`src/rtl/svnet_ram_multi_fifo.sv`:
```
// Purpose: CHANNELS logical FIFOs sharing one simple-dual-port RAM, with per-channel credit counters.
// Latency: read data returns LATENCY cycles after the accepting edge; counters update one cycle after a write/read.
// Backpressure: none; upstream/downstream schedule from free_space/used_space credits, illegal requests are ignored.
//
// Ports: clk/rst_n (sync active-low); write/write_channel/write_data -> free_space credits;
//        read/read_channel -> used_space credits, read_valid/read_valid_channel/read_data;
//        flush/flush_channel empties one channel (wins over same-channel write/read that cycle).
module svnet_ram_multi_fifo #(
  parameter int WIDTH    = 8,
  parameter int DEPTH    = 16,
  parameter int CHANNELS = 4,
  parameter int LATENCY  = 2,
  localparam int CW = $clog2(CHANNELS),
  localparam int PW = $clog2(DEPTH),
  localparam int SW = PW + 1,
  localparam int AW = $clog2(CHANNELS * DEPTH)
) (
  input  logic                 clk,
  input  logic                 rst_n,
  input  logic                 write,
  input  logic [CW-1:0]        write_channel,
  input  logic [WIDTH-1:0]     write_data,
  output logic [CHANNELS*SW-1:0] free_space,
  input  logic                 read,
  input  logic [CW-1:0]        read_channel,
  output logic [CHANNELS*SW-1:0] used_space,
  output logic                 read_valid,
  output logic [CW-1:0]        read_valid_channel,
  output logic [WIDTH-1:0]     read_data,
  input  logic                 flush,
  input  logic [CW-1:0]        flush_channel
);

  logic [WIDTH-1:0] mem [CHANNELS*DEPTH];

  logic [PW-1:0] wr_ptr [CHANNELS];
  logic [PW-1:0] rd_ptr [CHANNELS];
  logic [SW-1:0] free_q [CHANNELS];
  logic [SW-1:0] used_q [CHANNELS];

  logic          wr_acc;
  logic          rd_acc;
  logic [AW-1:0] waddr;
  logic [AW-1:0] raddr;

  logic [LATENCY-1:0] vld_pipe;
  logic [CW-1:0]      ch_pipe  [LATENCY];
  logic [WIDTH-1:0]   dat_pipe [LATENCY];

  // DEPTH need not be a power of two, so wrap on an explicit compare.
  function automatic logic [PW-1:0] ptr_inc(input logic [PW-1:0] p);
    return (p == PW'(DEPTH - 1)) ? '0 : p + PW'(1);
  endfunction

  // A flush of the same channel silently drops a coincident write/read.
  always_comb begin
    wr_acc = write && (free_q[write_channel] != '0) &&
             !(flush && (flush_channel == write_channel));
    rd_acc = read && (used_q[read_channel] != '0) &&
             !(flush && (flush_channel == read_channel));
    waddr  = AW'(write_channel) * AW'(DEPTH) + AW'(wr_ptr[write_channel]);
    raddr  = AW'(read_channel) * AW'(DEPTH) + AW'(rd_ptr[read_channel]);
  end

  always_ff @(posedge clk) begin
    if (rst_n && wr_acc) begin
      mem[waddr] <= write_data;
    end
  end

  // Per-channel pointers and credit counters. free and used are both kept as
  // registers so each output slice comes straight from a flop.
  always_ff @(posedge clk) begin
    if (!rst_n) begin
      for (int c = 0; c < CHANNELS; c++) begin
        wr_ptr[c] <= '0;
        rd_ptr[c] <= '0;
        free_q[c] <= SW'(DEPTH);
        used_q[c] <= '0;
      end
    end else begin
      for (int c = 0; c < CHANNELS; c++) begin
        if (flush && (flush_channel == CW'(c))) begin
          wr_ptr[c] <= '0;
          rd_ptr[c] <= '0;
          free_q[c] <= SW'(DEPTH);
          used_q[c] <= '0;
        end else begin
          if (wr_acc && (write_channel == CW'(c))) begin
            wr_ptr[c] <= ptr_inc(wr_ptr[c]);
          end
          if (rd_acc && (read_channel == CW'(c))) begin
            rd_ptr[c] <= ptr_inc(rd_ptr[c]);
          end
          // Simultaneous write and read on one channel cancel out in the counters.
          if ((wr_acc && (write_channel == CW'(c))) && !(rd_acc && (read_channel == CW'(c)))) begin
            free_q[c] <= free_q[c] - SW'(1);
            used_q[c] <= used_q[c] + SW'(1);
          end else if (!(wr_acc && (write_channel == CW'(c))) && (rd_acc && (read_channel == CW'(c)))) begin
            free_q[c] <= free_q[c] + SW'(1);
            used_q[c] <= used_q[c] - SW'(1);
          end
        end
      end
    end
  end

  // Read pipeline: the RAM is read at the accepting edge, so a later write into
  // the freed slot can never corrupt the returned word. Flush leaves it alone,
  // so reads accepted earlier still complete.
  always_ff @(posedge clk) begin
    if (!rst_n) begin
      vld_pipe <= '0;
      for (int l = 0; l < LATENCY; l++) begin
        ch_pipe[l]  <= '0;
        dat_pipe[l] <= '0;
      end
    end else begin
      vld_pipe[0] <= rd_acc;
      ch_pipe[0]  <= rd_acc ? read_channel : '0;
      dat_pipe[0] <= rd_acc ? mem[raddr] : '0;
      for (int l = 1; l < LATENCY; l++) begin
        vld_pipe[l] <= vld_pipe[l-1];
        ch_pipe[l]  <= ch_pipe[l-1];
        dat_pipe[l] <= dat_pipe[l-1];
      end
    end
  end

  assign read_valid         = vld_pipe[LATENCY-1];
  assign read_valid_channel = ch_pipe[LATENCY-1];
  assign read_data          = dat_pipe[LATENCY-1];

  for (genvar c = 0; c < CHANNELS; c++) begin : g_out
    assign free_space[c*SW +: SW] = free_q[c];
    assign used_space[c*SW +: SW] = used_q[c];
  end

  // Protocol checks: overflow/underflow requests are ignored by the logic above
  // and flagged here; the credit invariant must always hold.
  always @(posedge clk) begin
    if (rst_n) begin
      if (write && !(flush && (flush_channel == write_channel))) begin
        assert (free_q[write_channel] != '0)
          else $warning("write to full channel %0d ignored", write_channel);
      end
      if (read && !(flush && (flush_channel == read_channel))) begin
        assert (used_q[read_channel] != '0)
          else $warning("read from empty channel %0d ignored", read_channel);
      end
      for (int c = 0; c < CHANNELS; c++) begin
        assert (free_q[c] + used_q[c] == SW'(DEPTH))
          else $error("credit invariant broken on channel %0d", c);
      end
    end
  end

endmodule

```
`config.mk`:
```
export PLATFORM = sky130hd
export DESIGN_NAME = svnet_ram_multi_fifo
export DESIGN_NICKNAME = d
export VERILOG_FILES = /design/src/rtl/svnet_ram_multi_fifo.sv
export SDC_FILE = /design/constraint.sdc
export NUM_CORES = 1
export LEC_CHECK = 0
export CAP_MARGIN = 10
export CORE_ASPECT_RATIO = 0.7
export CORE_MARGIN = 2
export CORE_UTILIZATION = 40
export CTS_CLUSTER_SIZE = 12
export DETAILED_ROUTE_END_ITERATION = 6
export HOLD_SLACK_MARGIN = 0.15
export SETUP_SLACK_MARGIN = 0.2
export SYNTH_ARGS = -nofsm -noshare
export SYNTH_HDL_FRONTEND = slang
export SYNTH_SLANG_ARGS = --single-unit
```
`constraint.sdc`:
```
create_clock -name clk -period 3.7 [get_ports clk]
set_input_delay 0.74 -clock clk [delete_from_list [all_inputs] [get_ports clk]]
set_output_delay 0.74 -clock clk [all_outputs]
set_load 0.005 [all_outputs]
```
==> results.yml <==
status:
  outcome: "completed"
place:
  gp_congestion: 0.859
  place_inst: 2873
  place_hpwl_um: 43700
  placed_area_sq_um: 28800
  io_buffers: 69
clocking:
  hold_buffers: 0
  post-cts-setup-buffers: 0
  clock_path_buffers: 3
  h-tree-depth: 2
  clk_latency_ns: 0.64
  cts_tree: "done"
  clkSinkCount: 606
  clk_pin_slew_worst_paths_ns: 0.06
  cts-buffers-inserted: 60
  root_buffer: "clkbuf_16"
  cts_resized: 0
layout:
  areaGrowthSynthToFinish_pct: 16.8
  num-nets-final: 2098
  n_antenna_cell: 0
  design_area_sq_um: 30500
  fin_cells: 2973
  layout-drive-gt1-share_pct: 14.1
die:
  ios: 70
  die_h_um: 218
  row_count: 78
  coreArea_sq_um: 64700
  dieArea_sq_um: 67500
  initial_core_util_pct: 40.4
  die_x_um: 310
detailed_routing:
  drtAntennaViolNets: 0
  via_per_inst: 5.52
  drt_iter0_drc: 1834
  drc: 0
  wl_per_cell_um: 22.4
  routed-via-count: 16400
  firstDrtPassIters: 5
  drt_wl_total_um: 66700
global_route:
  grt_use_met3_pct: 4.04
  grtUsageMet2_pct: 28.6
  grt_use_met1_pct: 30.0
  grt_pass1_wl_um: 99400
  antenna_found_initial: 0
  grt_max_degree: 55
  grt_use_total_pct: 19.7
  grt-ovfl-total: 0
  top_usage_layer: "met1"
  grt_pass1_vias: 15800
synth:
  yosys.cell_types.count: 63
  synth_most_common_cell: "edfxtp_1"
  synthCells: 1866
  synth-seq-area-share_pct: 68.7
  synthFlopType: "edfxtp_1"
  synthArstFlopShare_pct: 0
  ys_seq_elements: 606
  netlist_area_sq_um: 26200
  synth_top_cell_by_area: "edfxtp_1"
  syn_nets: 1909
  synthTopCellsByCount: "edfxtp_1, nand2_1, mux2i_1, nor2_1, a21oi_1"
  synth_top_area_share_pct: 67.1
  netlist_top_cells_area: "edfxtp_1, mux2i_1, nand2_1"
  yosysWarningCount: 0
  synth_edf_count: 584
  syn-mean-instance-area_sq_um: 14.0
setup_path:
  start_kind: "primary input"
  r2r_cells: 8
  endpoint_kind: "register"
  r2r_slack_ns: 0.63
  critPathLaunch: "read_channel[0]"
  critPathArrivalTime_ns: 3.84
  rr_endpoint: "dat_pipe[0][3]$_SDFF_PN0_"
  cp.required_ns: 4.21
  cp_max_fo: 25
  critical_path_class: "primary input to register"
  r2r-start: "rd_ptr[0][0]$_SDFFCE_PP0P_"
timing:
  max_freq_ghz: 0.301
  fin_crit_ns: 3.33
  rsz0062_at_grt: "no"
  worst_pin_slew_ns: 1.12
  setup_viol: 0
  finalHoldViolations: 0
  relSlewSlack_pct: 25.2
  period_share_pct: 89.9
  whs_ns: 0.430
  finClkSkew_ns: 0.0314
  maxSlewViolCount: 0
  tns_ns: 0
pwr:
  ir_drop_uv: 316
  power_density_nw_per_um2: 493
  p_total_mw: 15.1
  leakage_nw: 10.4
worst_hold_path:
  min_path_cells: 1
  worstHoldPathType: "register to register"
  min_from: "ch_pipe[0][0]$_SDFF_PN0_"
  whs_endpoint: "ch_pipe[0][2]$_SDFF_PN0_"
job:
  cap_violations: 0
how the worst max path moves through the flow:
stage                                            end  slack (ns)  cells past startpoint
after global placement     dat_pipe[0][3]$_SDFF_PN0_       -0.20                     11
after CTS                  dat_pipe[0][3]$_SDFF_PN0_        0.39                     11
final                      dat_pipe[0][3]$_SDFF_PN0_        0.37                     11
after detailed placement   dat_pipe[0][3]$_SDFF_PN0_       -0.29                     11
after floorplan           free_q[0][3]$_SDFFCE_PN0P_        0.96                      9
after global routing       dat_pipe[0][6]$_SDFF_PN0_        0.31                     10
sequential cells by signal (all words and copies together), names as in the netlist:
register / flops
wr_ptr: 16
ch_pipe: 4
rd_ptr: 16
free_q: 20
dat_pipe: 16
mem: 512
used_q: 20
vld_pipe: 2
logic make-up (layout without fill, tap and decap cells):
family          count (synthesis)  after routing  synth area share [%]
fa+ha+maj                      24             24                  1.15
flops                         606            606                  68.7
xor+xnor                       29             29                 0.971
buf+inv                       137            364                  2.68
mux                           194            194                  8.54
simple gates                  605            605                  10.5
compound gates                271            271                  7.41
critical path: stages:
cell and delay (ns):
clkdlybuf4s50_1 0.57, buf_4 0.23, mux4_4 0.65, buf_4 0.19, buf_12 0.16, buf_12 0.18, mux4_2 0.29, a32oi_1 0.22
nand2_1 0.09, nor3_1 0.37, nor3_1 0.12
through the flow:
step                      worst slack [ns]  utilization [%]
after floorplan                      0.959                -
after global placement              -0.205             44.5
after detailed placement            -0.291             44.5
after CTS                            0.394             47.2
after global routing                 0.309             47.2
final                                0.374             47.2
final cells by class:
cell class	count	area, sq um
Clock buffer	82	1600
Sequential cell	606	18000
Fill cell	5633	34200
Clock inverter	18	136
Multi-Input combinational cell	1123	7490
Timing Repair Buffer	238	2130
Inverter	26	97.6
Tap cell	880	1100
power breakdown:
group,switching [mW],total [mW],internal [mW]
logic,0.999,1.68,0.678
registers,0.146,7.78,7.64
clock network,2.52,5.60,3.07
total,3.67,15.1,11.4
cell usage in the layout (no fill, tap or decap), types with 11 or more instances in the layout:
master and count:
edfxtp_1 584, nand2_1 261, mux2i_1 159, buf_4 152
nor2_1 132, clkdlybuf4s50_1 61, clkbuf_16 60, a21oi_1 58
nand3_1 54, nor3_1 31, o21ai_0 28, inv_1 26
a211oi_1 26, and2_1 25, a311oi_1 24, ha_1 24
dfxtp_1 22, xor2_1 20, mux4_2 20, clkbuf_1 20
o211ai_1 19, and3_1 19, nor2b_1 18, a311o_1 18
buf_12 17, and2_0 16, a221oi_1 15, o22ai_1 15
mux2_2 12, a31oi_1 11
metal layers:
| metal | up-vias | wire length, um |
|---|---|---|
| li1 | 7459 | - |
| met1 | 8259 | 31400 |
| met2 | 619 | 28800 |
| met3 | 78 | 5220 |
| met4 | 0 | 1330 |
| met5 | - | 0 |
Note: power is estimated with default switching activity, not from simulation.
